--- config.mk ---
export PLATFORM = sky130hd
export DESIGN_NAME = dc_video_capture
export DESIGN_NICKNAME = d
export VERILOG_FILES = /design/src/rtl/dc_video_capture.sv
export SDC_FILE = /design/constraint.sdc
export NUM_CORES = 1
export LEC_CHECK = 0
export BUFFER_PORTS_ARGS = -buffer_cell sky130_fd_sc_hd__buf_4
export CAP_MARGIN = 20
export CORE_UTILIZATION = 56
export DETAILED_ROUTE_END_ITERATION = 10
export HOLD_SLACK_MARGIN = 0.06
export PLACE_DENSITY = 0.81
export RECOVER_POWER = 50
export SYNTH_ARGS = -nofsm -noshare
export SYNTH_HDL_FRONTEND = slang
export SYNTH_SLANG_ARGS = --single-unit
--- constraint.sdc ---
create_clock -name clock -period 2.7 [get_ports clock]
set_input_delay 0.405 -clock clock [delete_from_list [all_inputs] [get_ports clock]]
set_output_delay 0.405 -clock clock [all_outputs]
set_load 0.02 [all_outputs]
--- src/rtl/dc_video_capture.sv ---
// Front-end capture for the Dreamcast 12-bit video bus: assembles 24-bit RGB from two
// bus words per pixel, tracks pixel/line position and classifies the incoming video mode.
module dc_video_capture #(
   parameter int PROG_LINE_MIN = 400,
   parameter int PAL_LINE_MIN  = 300,
   parameter int MODE_CONFIRM  = 2
) (
   input  logic        clock,
   input  logic        nreset,
   input  logic [11:0] data,
   input  logic        _hsync,
   input  logic        _vsync,
   output logic [7:0]  R,
   output logic [7:0]  G,
   output logic [7:0]  B,
   output logic [11:0] counterX,
   output logic [11:0] counterY,
   output logic        line_doubler,
   output logic        is_pal
);

   localparam int CW = $clog2(MODE_CONFIRM + 1);
   localparam logic [11:0] PROG_MIN = 12'(PROG_LINE_MIN);
   localparam logic [11:0] PAL_MIN  = 12'(PAL_LINE_MIN);
   localparam logic [CW-1:0] CONFIRM_MAX = CW'(MODE_CONFIRM);

   typedef enum logic [1:0] {
      MODE_PROG   = 2'd0,
      MODE_NTSC_I = 2'd1,
      MODE_PAL_I  = 2'd2
   } mode_t;

   logic          hs_q, hs_prev, vs_q, vs_prev;
   logic          hs_fall, vs_fall;
   logic          phase;
   logic          locked;
   logic [11:0]   lo;
   mode_t         cand_mode;
   mode_t         cls_mode;
   logic [CW-1:0] confirm_cnt;
   logic [CW-1:0] next_cnt;
   logic          apply_mode;

   always_ff @(posedge clock or negedge nreset) begin
      if (!nreset) begin
         hs_q    <= 1'b1;
         hs_prev <= 1'b1;
         vs_q    <= 1'b1;
         vs_prev <= 1'b1;
      end else begin
         hs_q    <= _hsync;
         hs_prev <= hs_q;
         vs_q    <= _vsync;
         vs_prev <= vs_q;
      end
   end

   assign hs_fall = hs_prev & ~hs_q;
   assign vs_fall = vs_prev & ~vs_q;

   // Pixels are only trusted once an HSYNC edge has aligned the two-word phase.
   always_ff @(posedge clock or negedge nreset) begin
      if (!nreset) begin
         phase    <= 1'b0;
         locked   <= 1'b0;
         lo       <= '0;
         R        <= '0;
         G        <= '0;
         B        <= '0;
         counterX <= '0;
      end else if (hs_fall) begin
         phase    <= 1'b0;
         locked   <= 1'b1;
         counterX <= '0;
      end else begin
         phase <= ~phase;
         if (!phase) begin
            lo <= data;
         end else if (locked) begin
            R <= lo[11:4];
            G <= {lo[3:0], data[11:8]};
            B <= data[7:0];
            if (counterX != 12'hFFF) begin
               counterX <= counterX + 12'd1;
            end
         end
      end
   end

   always_ff @(posedge clock or negedge nreset) begin
      if (!nreset) begin
         counterY <= '0;
      end else if (vs_fall) begin
         counterY <= '0;
      end else if (hs_fall && counterY != 12'hFFF) begin
         counterY <= counterY + 12'd1;
      end
   end

   always_comb begin
      cls_mode = MODE_PROG;
      if (counterY < PROG_MIN) begin
         cls_mode = (counterY >= PAL_MIN) ? MODE_PAL_I : MODE_NTSC_I;
      end
      next_cnt = CW'(1);
      if (cls_mode == cand_mode) begin
         next_cnt = (confirm_cnt < CONFIRM_MAX) ? confirm_cnt + CW'(1) : confirm_cnt;
      end
   end

   // Mode outputs move only after MODE_CONFIRM identical field classifications in a row.
   always_ff @(posedge clock or negedge nreset) begin
      if (!nreset) begin
         cand_mode    <= MODE_PROG;
         confirm_cnt  <= '0;
         apply_mode   <= 1'b0;
         line_doubler <= 1'b0;
         is_pal       <= 1'b0;
      end else begin
         apply_mode <= 1'b0;
         if (vs_fall) begin
            cand_mode   <= cls_mode;
            confirm_cnt <= next_cnt;
            apply_mode  <= (next_cnt == CONFIRM_MAX);
         end
         if (apply_mode) begin
            line_doubler <= (cand_mode != MODE_PROG);
            is_pal       <= (cand_mode == MODE_PAL_I);
         end
      end
   end

endmodule

==> flow_summary.ini <==
[yosys]
ys_ff_latch = 73
yosysWarnings = 0
synth_commonest_cells = dfrtp_1, mux2_2, nand2_1
yosysMostFrequentCell = dfrtp_1
netlist_area_sq_um = 3270
synth_edf_count = 0
synth_area_leaders = dfrtp_1, mux2_2, dfstp_2
synth.avg_cell_area_sq_um = 11.9
synth_area_leader_cell = dfrtp_1
yosysTopAreaCellShare_pct = 52.8
synth_nets = 296
ys_types = 46
async_reset_ff_share_pct = 100
synth_ff_type = dfrtp_1
synthCells = 276
yosysSeqAreaShare_pct = 56.0

[clock_tree]
cts_resized = 0
ctsLongestPathBuffers = 2
cts.sinks = 73
cts_setup_buffers = 0
cts_root_buf = clkbuf_8
clk_pin_slew_ns = 0.08
tritoncts = done
clock_latency_ns = 0.35
cts_buffers = 9
ctsHoldBuffers = 0
h-tree-depth = 3

[global_routing]
grt_pass1_vias = 2432
grt_pass1_wl_mm = 11.7
antenna_found_initial = 0
track_usage_pct = 24.7
grt_max_degree = 74
overflow = 0

[place]
place_area_sq_um = 3840
portBuffers = 65
gp_congestion = 0.778
hpwlAfterDp_mm = 4.57

[route]
drc_errors = 0
drt-initial-drc-count = 101
via_per_inst = 5.79
vias = 2426
drt.antenna.violating_nets = 0
dr.pass1.iters = 5
routedWlPerCell_um = 15.7
wl_mm = 6.59

[critical_path]
cp.buffers_inverters = 0
startpoint_type = flop
worst_setup_path_end_kind = flop
required_ns = 2.93
crit_arrival_ns = 2.17
path_max_fanout = 13
cp_top_family = simple AND/OR/NAND/NOR gates
crit_chain = nor2b_1 -> nor2_1 -> mux2_2
cp_slowest_cell = nor2_1
critPathKind = flop to flop
critPathMaxStageDelay_ns = 0.77

[timing]
maxSlewViolCount = 74
fin_crit_ns = 1.94
finalHoldViolCount = 0
fin_skew_ns = 0.00829
tightest_slew_ns = 1.76
slew_headroom_pct = -17.2
fin_tns_setup_ns = 0
fmax_mhz = 515
setup_viol = 0
rsz0062_at_grt = false
period_share_pct = 71.9

[pwr]
ir_drop_uv = 545
switching_share_pct = 30.9
p_per_area_nw_per_um2 = 747
p_clk_share_pct = 30.2
combPwrFrac_pct = 22.9
intPower_mw = 2.06
p_sw_mw = 0.918
p_leak_nw = 1.77
seq_power_share_pct = 46.9

[cells_and_area]
fill_cells = 424
syn_to_final_growth_pct = 21.7
diodes = 0
multi_input_area_sq_um = 1350
drive_gt1_share_pct = 32.0
nets = 362
final_area_sq_um = 3980
seq_area_sq_um = 1830

[die]
die_w_um = 78.5
die_h_um = 78.5
rows = 27
io_pins = 66
die_area_sq_um = 6150
start_util_pct = 58.7
core-area_sq_um = 5570

[outcome]
violations = capacitance limit, slew limit
run_status = finished with violations

[run]
maxCapViolations = 1

[min_path]
min_path_type = primary input to flop
-- metal layers --
layer	vias to the layer above	GRT usage (%)	routed length [um]
met3	10	5.12	355
li1	1140	-	-
met4	0	11.7	112
met5	-	0	0
met1	1198	32.4	2930
met2	78	39.3	3190
-- flip-flops by register name, indices dropped and copies added (netlist names) --
register,count
counterX,12
counterY,12
lo,12
B,8
G,8
R,8
cand_mode,2
confirm_cnt,2
apply_mode,1
hs_prev,1
hs_q,1
is_pal,1
line_doubler,1
locked,1
phase,1
vs_prev,1
vs_q,1
-- final timing paths --
path	startpoint	slack, ns	end	cells past startpoint
worst max-delay path	hs_q$_DFF_PN1_	0.76	lo[0]$_DFFE_PN0P_	3
worst min-delay path	_vsync	0.16	vs_q$_DFF_PN1_	1
worst max register to register	hs_q$_DFF_PN1_	0.76	lo[0]$_DFFE_PN0P_	3
worst min register to register	vs_q$_DFF_PN1_	0.38	vs_prev$_DFF_PN1_	0
max in group asynchronous	nreset	1.13	locked$_DFFE_PN0P_	1
min in group asynchronous	nreset	0.52	line_doubler$_DFFE_PN0P_	1
-- final cells by class --
| class | count | share of cell area (%) |
|---|---|---|
| clock inverter | 5 | 1.57 |
| clock buffer | 11 | 3.80 |
| timing repair buffer | 68 | 11.6 |
| multi-input combinational | 181 | 34.0 |
| inverter | 9 | 0.848 |
| sequential | 73 | 46.0 |
| tap | 72 | 2.26 |
-- cell families (layout without fill, tap and decap cells) --
group,Yosys count,in the layout,synth area share (%)
AO/OA/AOI/OAI,43,43,9.37
XOR/XNOR,7,7,1.87
adder cells (fa/ha/maj),4,4,1.53
buffers and inverters,22,93,2.79
flip-flops,73,73,56.0
multiplexers,40,40,13.6
AND/OR/NAND/NOR,87,87,14.9
-- power groups by stage --
| stage | combinational, mW | clock [mW] | sequential, mW |
|---|---|---|---|
| 6_report | 0.681 | 0.898 | 1.39 |
| 5_1_grt | 0.744 | 0.953 | 1.42 |
| 4_1_cts | 0.751 | 0.916 | 1.40 |
| 3_5_place_dp | 0.750 | 0 | 1.42 |
| 3_3_place_gp | 0.715 | 0 | 1.41 |
| 2_1_floorplan | 0.259 | 0 | 1.56 |
-- through the flow --
step,util (%),power [mW],cells,hold WS (ns),setup WS (ns)
floorplan,-,1.82,276,0.109,0.888
global placement,68.4,2.12,402,0.363,0.635
detailed placement,68.9,2.17,403,0.365,0.733
CTS,72.7,3.07,419,0.144,0.724
global route,71.4,3.12,419,0.153,0.571
finish,71.4,2.97,419,0.165,0.758
-- layout by cell type, fill, tap and decap left out, types with 7 or more instances in the layout --
cell type	synthesis	routed
mux2_2	36	36
nand2_1	19	19
inv_1	9	9
nor2_1	14	13
buf_4	0	46
o21ai_0	11	11
dfrtp_1	69	69
or3_1	7	7
clkbuf_1	5	18
clkbuf_8	0	11
a21oi_1	12	12
nand4_1	10	10
No activity file was read; power rests on OpenSTA's default activity.
